$ cat config.mk
export PLATFORM = sky130hd
export DESIGN_NAME = n64_controller_responder
export DESIGN_NICKNAME = d
export VERILOG_FILES = /design/src/rtl/n64_controller_responder.sv
export SDC_FILE = /design/constraint.sdc
export NUM_CORES = 1
export LEC_CHECK = 0
export BUFFER_PORTS_ARGS = -buffer_cell sky130_fd_sc_hd__buf_2
export CAP_MARGIN = 20
export CORE_MARGIN = 8
export CORE_UTILIZATION = 29
export CTS_BUF_LIST = sky130_fd_sc_hd__clkbuf_8
export CTS_CLUSTER_DIAMETER = 80
export DETAILED_ROUTE_END_ITERATION = 10
export SETUP_SLACK_MARGIN = 0.02
export SLEW_MARGIN = 20
export SYNTH_ARGS = -nofsm -noshare
export SYNTH_HDL_FRONTEND = slang
export SYNTH_SLANG_ARGS = --single-unit
$ cat constraint.sdc
create_clock -name clk -period 5.9 [get_ports clk]
set_input_delay 0.59 -clock clk [delete_from_list [all_inputs] [get_ports clk]]
set_output_delay 0.59 -clock clk [all_outputs]
set_load 0.1 [all_outputs]
$ cat src/rtl/n64_controller_responder.sv
// rtl/n64_controller_responder.sv - N64 controller-side responder on the shared open-drain data line.
// Decodes the console command byte and answers with the identity or button/stick frame.
module n64_controller_responder #(
  parameter int CYCLES_PER_US = 100,
  parameter int TURNAROUND_US = 2,
  parameter int RX_TIMEOUT_US = 8
) (
  input  logic        clk,
  input  logic        rst_n,
  input  logic        line_in,
  output logic        line_oe,
  input  logic [15:0] buttons,
  input  logic [7:0]  stick_x,
  input  logic [7:0]  stick_y,
  output logic        cmd_valid,
  output logic [7:0]  cmd,
  output logic        busy,
  output logic        rx_err
);

  localparam int TW = $clog2(RX_TIMEOUT_US * CYCLES_PER_US + 1);
  localparam logic [TW-1:0] T_SAMPLE = TW'(2 * CYCLES_PER_US - 1);
  localparam logic [TW-1:0] T_CELL   = TW'(4 * CYCLES_PER_US - 1);
  localparam logic [TW-1:0] T_TA     = TW'(TURNAROUND_US * CYCLES_PER_US - 1);
  localparam logic [TW-1:0] T_TO     = TW'(RX_TIMEOUT_US * CYCLES_PER_US - 1);
  localparam logic [TW-1:0] T_STOP   = TW'(2 * CYCLES_PER_US - 1);
  localparam logic [TW-1:0] T_LOW1   = TW'(CYCLES_PER_US);
  localparam logic [TW-1:0] T_LOW0   = TW'(3 * CYCLES_PER_US);
  localparam logic [TW-1:0] T_MAX    = '1;

  typedef enum logic [2:0] {
    IDLE, RX_SAMPLE, RX_WAIT, RX_STOP, IGNORE, TURNAROUND, TX_BIT, TX_STOP
  } state_t;

  state_t        state, state_n;
  logic          line_meta, line_sync, line_prev;
  logic [TW-1:0] timer;
  logic          timer_clr;
  logic [4:0]    bit_cnt, bit_cnt_n;
  logic [7:0]    rx_sr, rx_sr_n, cmd_n;
  logic [31:0]   tx_sr, tx_sr_n;
  logic          valid_n, err_n, oe_n, fall;

  assign fall = line_prev & ~line_sync;
  assign busy = (state != IDLE);

  // Synchroniser resets to the idle-high level so release of reset never looks like an edge
  always_ff @(posedge clk or negedge rst_n) begin
    if (!rst_n) begin
      line_meta <= 1'b1;
      line_sync <= 1'b1;
      line_prev <= 1'b1;
      state     <= IDLE;
      timer     <= '0;
      bit_cnt   <= '0;
      rx_sr     <= '0;
      tx_sr     <= '0;
      cmd       <= '0;
      cmd_valid <= 1'b0;
      rx_err    <= 1'b0;
      line_oe   <= 1'b0;
    end else begin
      line_meta <= line_in;
      line_sync <= line_meta;
      line_prev <= line_sync;
      state     <= state_n;
      timer     <= timer_clr ? '0 : ((timer == T_MAX) ? timer : timer + 1'b1);
      bit_cnt   <= bit_cnt_n;
      rx_sr     <= rx_sr_n;
      tx_sr     <= tx_sr_n;
      cmd       <= cmd_n;
      cmd_valid <= valid_n;
      rx_err    <= err_n;
      line_oe   <= oe_n;
    end
  end

  always_comb begin
    state_n   = state;
    timer_clr = 1'b0;
    bit_cnt_n = bit_cnt;
    rx_sr_n   = rx_sr;
    tx_sr_n   = tx_sr;
    cmd_n     = cmd;
    valid_n   = 1'b0;
    err_n     = 1'b0;
    oe_n      = 1'b0;
    case (state)
      IDLE: begin
        if (fall) begin
          state_n   = RX_SAMPLE;
          timer_clr = 1'b1;
          bit_cnt_n = '0;
        end
      end
      RX_SAMPLE: begin
        if (timer == T_SAMPLE) begin
          rx_sr_n   = {rx_sr[6:0], line_sync};
          bit_cnt_n = bit_cnt + 5'd1;
          if (bit_cnt == 5'd7) begin
            cmd_n   = {rx_sr[6:0], line_sync};
            valid_n = 1'b1;
          end
        end else if (timer > T_SAMPLE && line_sync) begin
          state_n   = RX_WAIT;
          timer_clr = 1'b1;
        end else if (timer >= T_CELL) begin
          err_n     = 1'b1;
          state_n   = IGNORE;
          timer_clr = 1'b1;
        end
      end
      RX_WAIT: begin
        if (fall) begin
          state_n   = (bit_cnt == 5'd8) ? RX_STOP : RX_SAMPLE;
          timer_clr = 1'b1;
        end else if (!line_sync && timer >= T_CELL) begin
          err_n     = 1'b1;
          state_n   = IGNORE;
          timer_clr = 1'b1;
        end else if (line_sync && timer >= T_TO) begin
          err_n     = 1'b1;
          state_n   = IDLE;
          timer_clr = 1'b1;
        end
      end
      RX_STOP: begin
        if (line_sync) begin
          timer_clr = 1'b1;
          case (cmd)
            8'h00, 8'hFF: begin
              tx_sr_n   = {24'h050002, 8'h00};
              bit_cnt_n = 5'd23;
              state_n   = TURNAROUND;
            end
            8'h01: begin
              tx_sr_n   = {buttons, stick_x, stick_y};
              bit_cnt_n = 5'd31;
              state_n   = TURNAROUND;
            end
            default: begin
              err_n   = 1'b1;
              state_n = IGNORE;
            end
          endcase
        end else if (timer >= T_CELL) begin
          err_n     = 1'b1;
          state_n   = IGNORE;
          timer_clr = 1'b1;
        end
      end
      IGNORE: begin
        if (!line_sync) begin
          timer_clr = 1'b1;
        end else if (timer >= T_TO) begin
          state_n   = IDLE;
          timer_clr = 1'b1;
        end
      end
      TURNAROUND: begin
        if (timer >= T_TA) begin
          state_n   = TX_BIT;
          timer_clr = 1'b1;
        end
      end
      TX_BIT: begin
        oe_n = (timer < (tx_sr[31] ? T_LOW1 : T_LOW0));
        if (timer >= T_CELL) begin
          timer_clr = 1'b1;
          tx_sr_n   = {tx_sr[30:0], 1'b0};
          if (bit_cnt == 5'd0) state_n = TX_STOP;
          else bit_cnt_n = bit_cnt - 5'd1;
        end
      end
      TX_STOP: begin
        oe_n = 1'b1;
        if (timer >= T_STOP) begin
          state_n   = IDLE;
          timer_clr = 1'b1;
        end
      end
      default: state_n = IDLE;
    endcase
  end

endmodule

==> run metrics, run 1 <==
status=finished clean; Post-Layout Cell Count=602; port bufs=46; total congestion overflow=0; clock root buffer=clkbuf_8; Final Cycle Share=0.5736; CP Max Fanout=22; dpl ws=2.421 ns; Crit. End Element=register; most used cell, CP=a21o_1; Synth Area in Simple Gates=0.1809; WL per Instance=14.67 um; Crit-path slowest cell=dfrtp_1; Final Max Tran Viols=0; nets=464; first drt pass iteration count=4; Cell Area, Placed=0.004168 mm2; XOR/XNOR Fraction of Synth Area=0.01577; Setup Viol. Count Final=0; die width=131.8 um; number of setup buffers added after CTS=0; RSZ-0062 raised after global routing=no; RePlAce Congestion=0.8245; clock-pin slew on the worst setup and hold paths=0.07 ns; Worst EP required=6.19 ns; Post-synth EDFFs=0; Post-synth top flop=dfrtp_1; via-per-instance ratio=5.075; worst-margin pin slew=1.014 ns; number of global-route vias before repair=3138; Worst Path Arrival=3.67 ns; Tot GR Track Use=0.1075; starting DRC count in detailed routing=179; total power=1.714 mW; complex-gate fraction of the synthesized area=0.2066; Post-CTS Resized=0; crit path time final=3.384 ns; final critical-path setup slack=2.516 ns; yosys warns=0; design area=0.004393 mm2; Post-Synthesis Cell Area=0.003887 mm2; setup TNS=0 ns; Post-Synth Adder-Cell Area=0.02768; first-pass GRT wire length=15500 um; final hold violations=0; net count after synthesis=431; antenna viol nets, final=0; VDD IR max=0.0002080 V; critical path, cell by cell=nand3b_4, clkinv_1, buf_16, ha_1, a21o_1, a21oi_1, or3b_2, a21o_1, nand3_1; Mapped Cells=388; area growth from synthesis to layout=13.00%; Die Y=131.8 um; Cell Pwr Density=390.2 mW/mm2; ys async rst share=1.000; post-DP HPWL=6233 um; vias post-DR=3055; min-delay worst type=in -> reg; largest net degree at the start of global routing=72; drc violations=0; Num CTS Buffers=9; relative slew slack=0.3238; Final Skew=0.009186 ns; multiplexer area fraction after synthesis=0.05665; IO Pins=47; antenna violations before repair=0; H-tree levels=3; Antenna diodes=0; Seq cells post-synth=71; clock latency on the worst-skew pair=0.36 ns; die area=0.01737 mm2; drt total wl=8833 um; clock sink count=71; largest family of logic cells by synthesized area=compound AO/OA/AOI/OAI gates; Max-Cap Viols=0; Achievable Freq=0.2955 GHz; Inst Count DP=585; Leak=1.949 nW; Starting Density=0.2947; Syn Area/Cell=10.02 um2; critical setup path kind=reg -> reg; layout cells sized above 1=0.2371; post-synthesis cell type count=69; Core Region=0.01319 mm2; CTS Buffer Depth=2; sequential area share after synthesis=0.4580; CTS tree=yes; # rows=42; Crit path largest cell delay=0.74 ns; Critical Path Start Type=register; hold_buf cts=0
critical path: cells and delay by family (launching register included):
family	cells	cell delay, ns
and+or+nand+nor	3	0.88
buffers and inverters	2	0.74
adders and majority gates	1	0.33
AOI/OAI and AO/OA	3	0.61
DFF	1	0.74
through the flow:
| stage | utilization | hold WS, ns |
|---|---|---|
| after floorplan | - | 0.2944 |
| after global placement | 0.3160 | 0.3457 |
| after detailed placement | 0.3160 | 0.3500 |
| after CTS | 0.3310 | 0.3092 |
| after global routing | 0.3330 | 0.3054 |
| final | 0.3330 | 0.3315 |
Yosys cell counts (all sizes together) (4+ instances only):
cell,n,area share
a21o,8,0.016
a21oi,17,0.022
a22oi,28,0.054
a31oi,4,0.0064
buf,19,0.039
clkbuf,7,0.0071
dfrtp,68,0.44
ha,7,0.023
inv,8,0.0077
mux2,16,0.054
nand2,48,0.050
nand3,15,0.019
nand4,5,0.0080
nor2,22,0.024
nor3,10,0.017
nor4,4,0.010
o21ai,43,0.055
or3,4,0.0077
xor2,4,0.0090
worst paths after layout:
check	startpoint	cells past startpoint	end	slack (ns)
max	state[0]$_DFFE_PN0P_	9	bit_cnt[4]$_DFFE_PN0P_	2.52
min	line_in	1	line_meta$_DFF_PN1_	0.33
max reg2reg	state[0]$_DFFE_PN0P_	9	bit_cnt[4]$_DFFE_PN0P_	2.52
min reg2reg	line_meta$_DFF_PN1_	0	line_sync$_DFF_PN1_	0.36
max in group asynchronous	rst_n	2	cmd[2]$_DFFE_PN0P_	4.88
min in group asynchronous	rst_n	2	tx_sr[19]$_DFFE_PN0P_	0.43
flip-flops by register name (all words and copies together), names as in the netlist:
| signal | flops |
|---|---|
| line_oe | 1 |
| line_prev | 1 |
| cmd | 8 |
| timer | 10 |
| bit_cnt | 5 |
| rx_err | 1 |
| rx_sr | 7 |
| line_sync | 1 |
| state | 3 |
| tx_sr | 32 |
| cmd_valid | 1 |
| line_meta | 1 |
area by class of cell:
class	count	area (um2)
Clock buffer	10	137.6
Clock inverter	6	60.06
Fill cell	1340	8797
Inverter	9	33.78
Multi-Input combinational cell	282	1896
Sequential cell	71	1780
Tap cell	176	220.2
Timing Repair Buffer	48	265.3
routing by layer:
layer | routed length, um | vias to the layer above | track usage
met2 | 4178 | 64 | 0.1696
met4 | 216 | 0 | 0.05169
met1 | 4026 | 1489 | 0.1340
li1 | - | 1488 | -
met3 | 413 | 14 | 0.02820
met5 | 0 | - | 0
cell families after synthesis:
kind of cell,Yosys count
AND/OR/NAND/NOR,127
XOR/XNOR,7
buffers and inverters,35
flip-flops,71
AO/OA/AOI/OAI,123
multiplexers,17
adder cells (fa/ha/maj),8
cell usage in the layout, fill, tap and decap left out, types with 4 or more instances in the layout:
cell type	synthesis	routed
a21o_1	7	7
a21oi_1	17	17
a22oi_1	28	28
a31oi_1	4	4
buf_2	9	46
clkbuf_8	0	10
dfrtp_1	68	68
ha_1	7	7
inv_1	8	7
mux2_2	7	7
mux2_4	8	8
nand2_1	45	45
nand3_1	15	15
nand4_1	5	5
nor2_1	20	20
nor3_1	8	8
o21ai_0	33	33
o21ai_1	10	10
xor2_1	4	4
power by group:
part	internal, mW	total, mW	switching (mW)
clock network	0.204	0.392	0.187
logic	0.217	0.568	0.351
registers	0.614	0.754	0.140
total	1.04	1.71	0.679
(Power assumes the default switching activity.)
==> inputs of run 2 (changes only) <==
- clock period: 5.9 -> 3.17 ns (I/O delays scaled with it)
==> run metrics, run 2 (synthesized netlist as in run 1, its figures left out) <==
status=finished clean; critical path, cell by cell=nand3b_4, inv_1, buf_4, ha_1, a21o_1, a21oi_1, xnor2_1, a21oi_1, a2bb2oi_1, o21ai_0; Max-Cap Viols=0 (unchanged); total congestion overflow=0 (unchanged); crit path time final=2.425 ns (-0.9596 ns); antenna violations before repair=0 (unchanged); H-tree levels=3 (unchanged); Die Y=131.8 um (unchanged); vias post-DR=3073 (+0.59%); Critical Path Start Type=register; Hold Crit Start=line_in; Top reg by flops=tx_sr; final hold violations=0 (unchanged); worst setup path startpoint=state[0]$_DFFE_PN0P_; Leak=2.007 nW (+3.0%); # rows=42 (unchanged); buffers and inverters on the worst path=2 (unchanged); layout cells sized above 1=0.2419 (+0.004846); first drt pass iteration count=4 (unchanged); clock root buffer=clkbuf_8; clock latency on the worst-skew pair=0.35 ns (about the same); setup TNS=0 ns (unchanged); area growth from synthesis to layout=14.29%; port bufs=46 (unchanged); CP Max Fanout=19 (-14%); Post-CTS Resized=0 (unchanged); RePlAce Congestion=0.8351 (+1.3%); largest net degree at the start of global routing=45 (-38%); most used cell, CP=a21oi_1; relative slew slack=0.4015 (+0.07770); WL per Instance=14.51 um (-1.1%); max reg flops=32 (unchanged); die width=131.8 um (unchanged); Crit. End Element=register; Final Cycle Share=0.7649 (+0.1913); number of global-route vias before repair=3188 (+1.6%); Final Max Tran Viols=0 (unchanged); via-per-instance ratio=5.038 (-0.73%); worst-margin pin slew=0.8896 ns (-0.1248 ns); Num CTS Buffers=9 (unchanged); Cell Pwr Density=724.3 mW/mm2 (+86%); CTS tree=yes; Inst Count DP=593 (+1.4%); Worst EP required=3.38 ns (-2.81 ns); most common cell after layout, fill and taps aside=dfrtp_1; nets=472 (+1.7%); Achievable Freq=0.4124 GHz (+40%); Setup Viol. Count Final=0 (unchanged); final critical-path setup slack=0.7451 ns (-1.770 ns); Worst Path Arrival=2.64 ns (-1.03 ns); first-pass GRT wire length=15900 um (+2.6%); VDD IR max=0.0003173 V (+53%); Crit path max-delay family=compound AO/OA/AOI/OAI gates; most frequent cells in the layout=68 x dfrtp_1, 46 x buf_2, 45 x nand2_1; Final Skew=0.01296 ns (+0.003772 ns); IO Pins=47 (unchanged); critical setup path kind=reg -> reg; die area=0.01737 mm2 (unchanged); CTS Buffer Depth=2 (unchanged); Crit path largest cell delay=0.38 ns (-0.36 ns); Post-Layout Cell Count=610 (+1.3%); Core Region=0.01319 mm2 (unchanged); dpl ws=0.7578 ns (-1.663 ns); drt total wl=8852 um (+0.22%); Top Registers=tx_sr (32), timer (10), cmd (8); clock sink count=71 (unchanged); Tot GR Track Use=0.1094 (+0.001942); Starting Density=0.2947 (unchanged); RSZ-0062 raised after global routing=no; reg-to-reg critical path startpoint=state[0]$_DFFE_PN0P_; Antenna diodes=0 (unchanged); Crit-path slowest cell=dfrtp_1; min-delay worst type=in -> reg; starting DRC count in detailed routing=234 (+31%); post-DP HPWL=6407 um (+2.8%); antenna viol nets, final=0 (unchanged); drc violations=0 (unchanged); clock-pin slew on the worst setup and hold paths=0.08 ns (about the same)
run 2: power breakdown:
part | total [mW] | internal, mW | switching, mW
clock network | 0.700 | 0.377 | 0.324
registers | 1.32 | 1.14 | 0.180
logic | 1.19 | 0.437 | 0.757
run 2: area by class of cell:
class                           instances  area [um2]
Fill cell                            1349        8747
Multi-Input combinational cell        282        1896
Sequential cell                        71        1780
Timing Repair Buffer                   56       320.3
Tap cell                              176       220.2
Clock buffer                           10       137.6
Clock inverter                          6       55.05
Inverter                                9       33.78
run 2: per-layer routing:
| metal | GRT usage | vias up | part of all wire |
|---|---|---|---|
| met4 | 0.04403 | 0 | 0.018 |
| li1 | - | 1501 | - |
| met1 | 0.1403 | 1492 | 0.46 |
| met2 | 0.1738 | 67 | 0.47 |
| met5 | 0 | - | 0 |
| met3 | 0.02591 | 13 | 0.044 |
run 2: what timing repair did:
item	in CTS	in global routing
hold endpoints to repair	23	0
setup buffers	0	0
hold buffers	1	0
run 2: path summary, 6_finish.rpt:
kind	slack (ns)	end	cells after the start
setup / recovery	0.75	bit_cnt[3]$_DFFE_PN0P_	10
hold / removal	0.07	line_meta$_DFF_PN1_	1
setup reg to reg	0.75	bit_cnt[3]$_DFFE_PN0P_	10
hold reg to reg	0.36	line_sync$_DFF_PN1_	0
max in group asynchronous	1.82	line_sync$_DFF_PN1_	3
min in group asynchronous	0.50	tx_sr[12]$_DFFE_PN0P_	2
run 2: stage by stage:
stage | instance area (um2) | util | hold WS (ns) | power [mW]
floorplan | 3887 | - | 0.02141 | 2.238
global placement | 4240 | 0.3215 | 0.3310 | 2.492
detailed placement | 4240 | 0.3215 | 0.3485 | 2.533
CTS | 4443 | 0.3368 | 0.04251 | 3.255
global route | 4443 | 0.3368 | 0.03504 | 3.478
finish | 4443 | 0.3368 | 0.07066 | 3.218
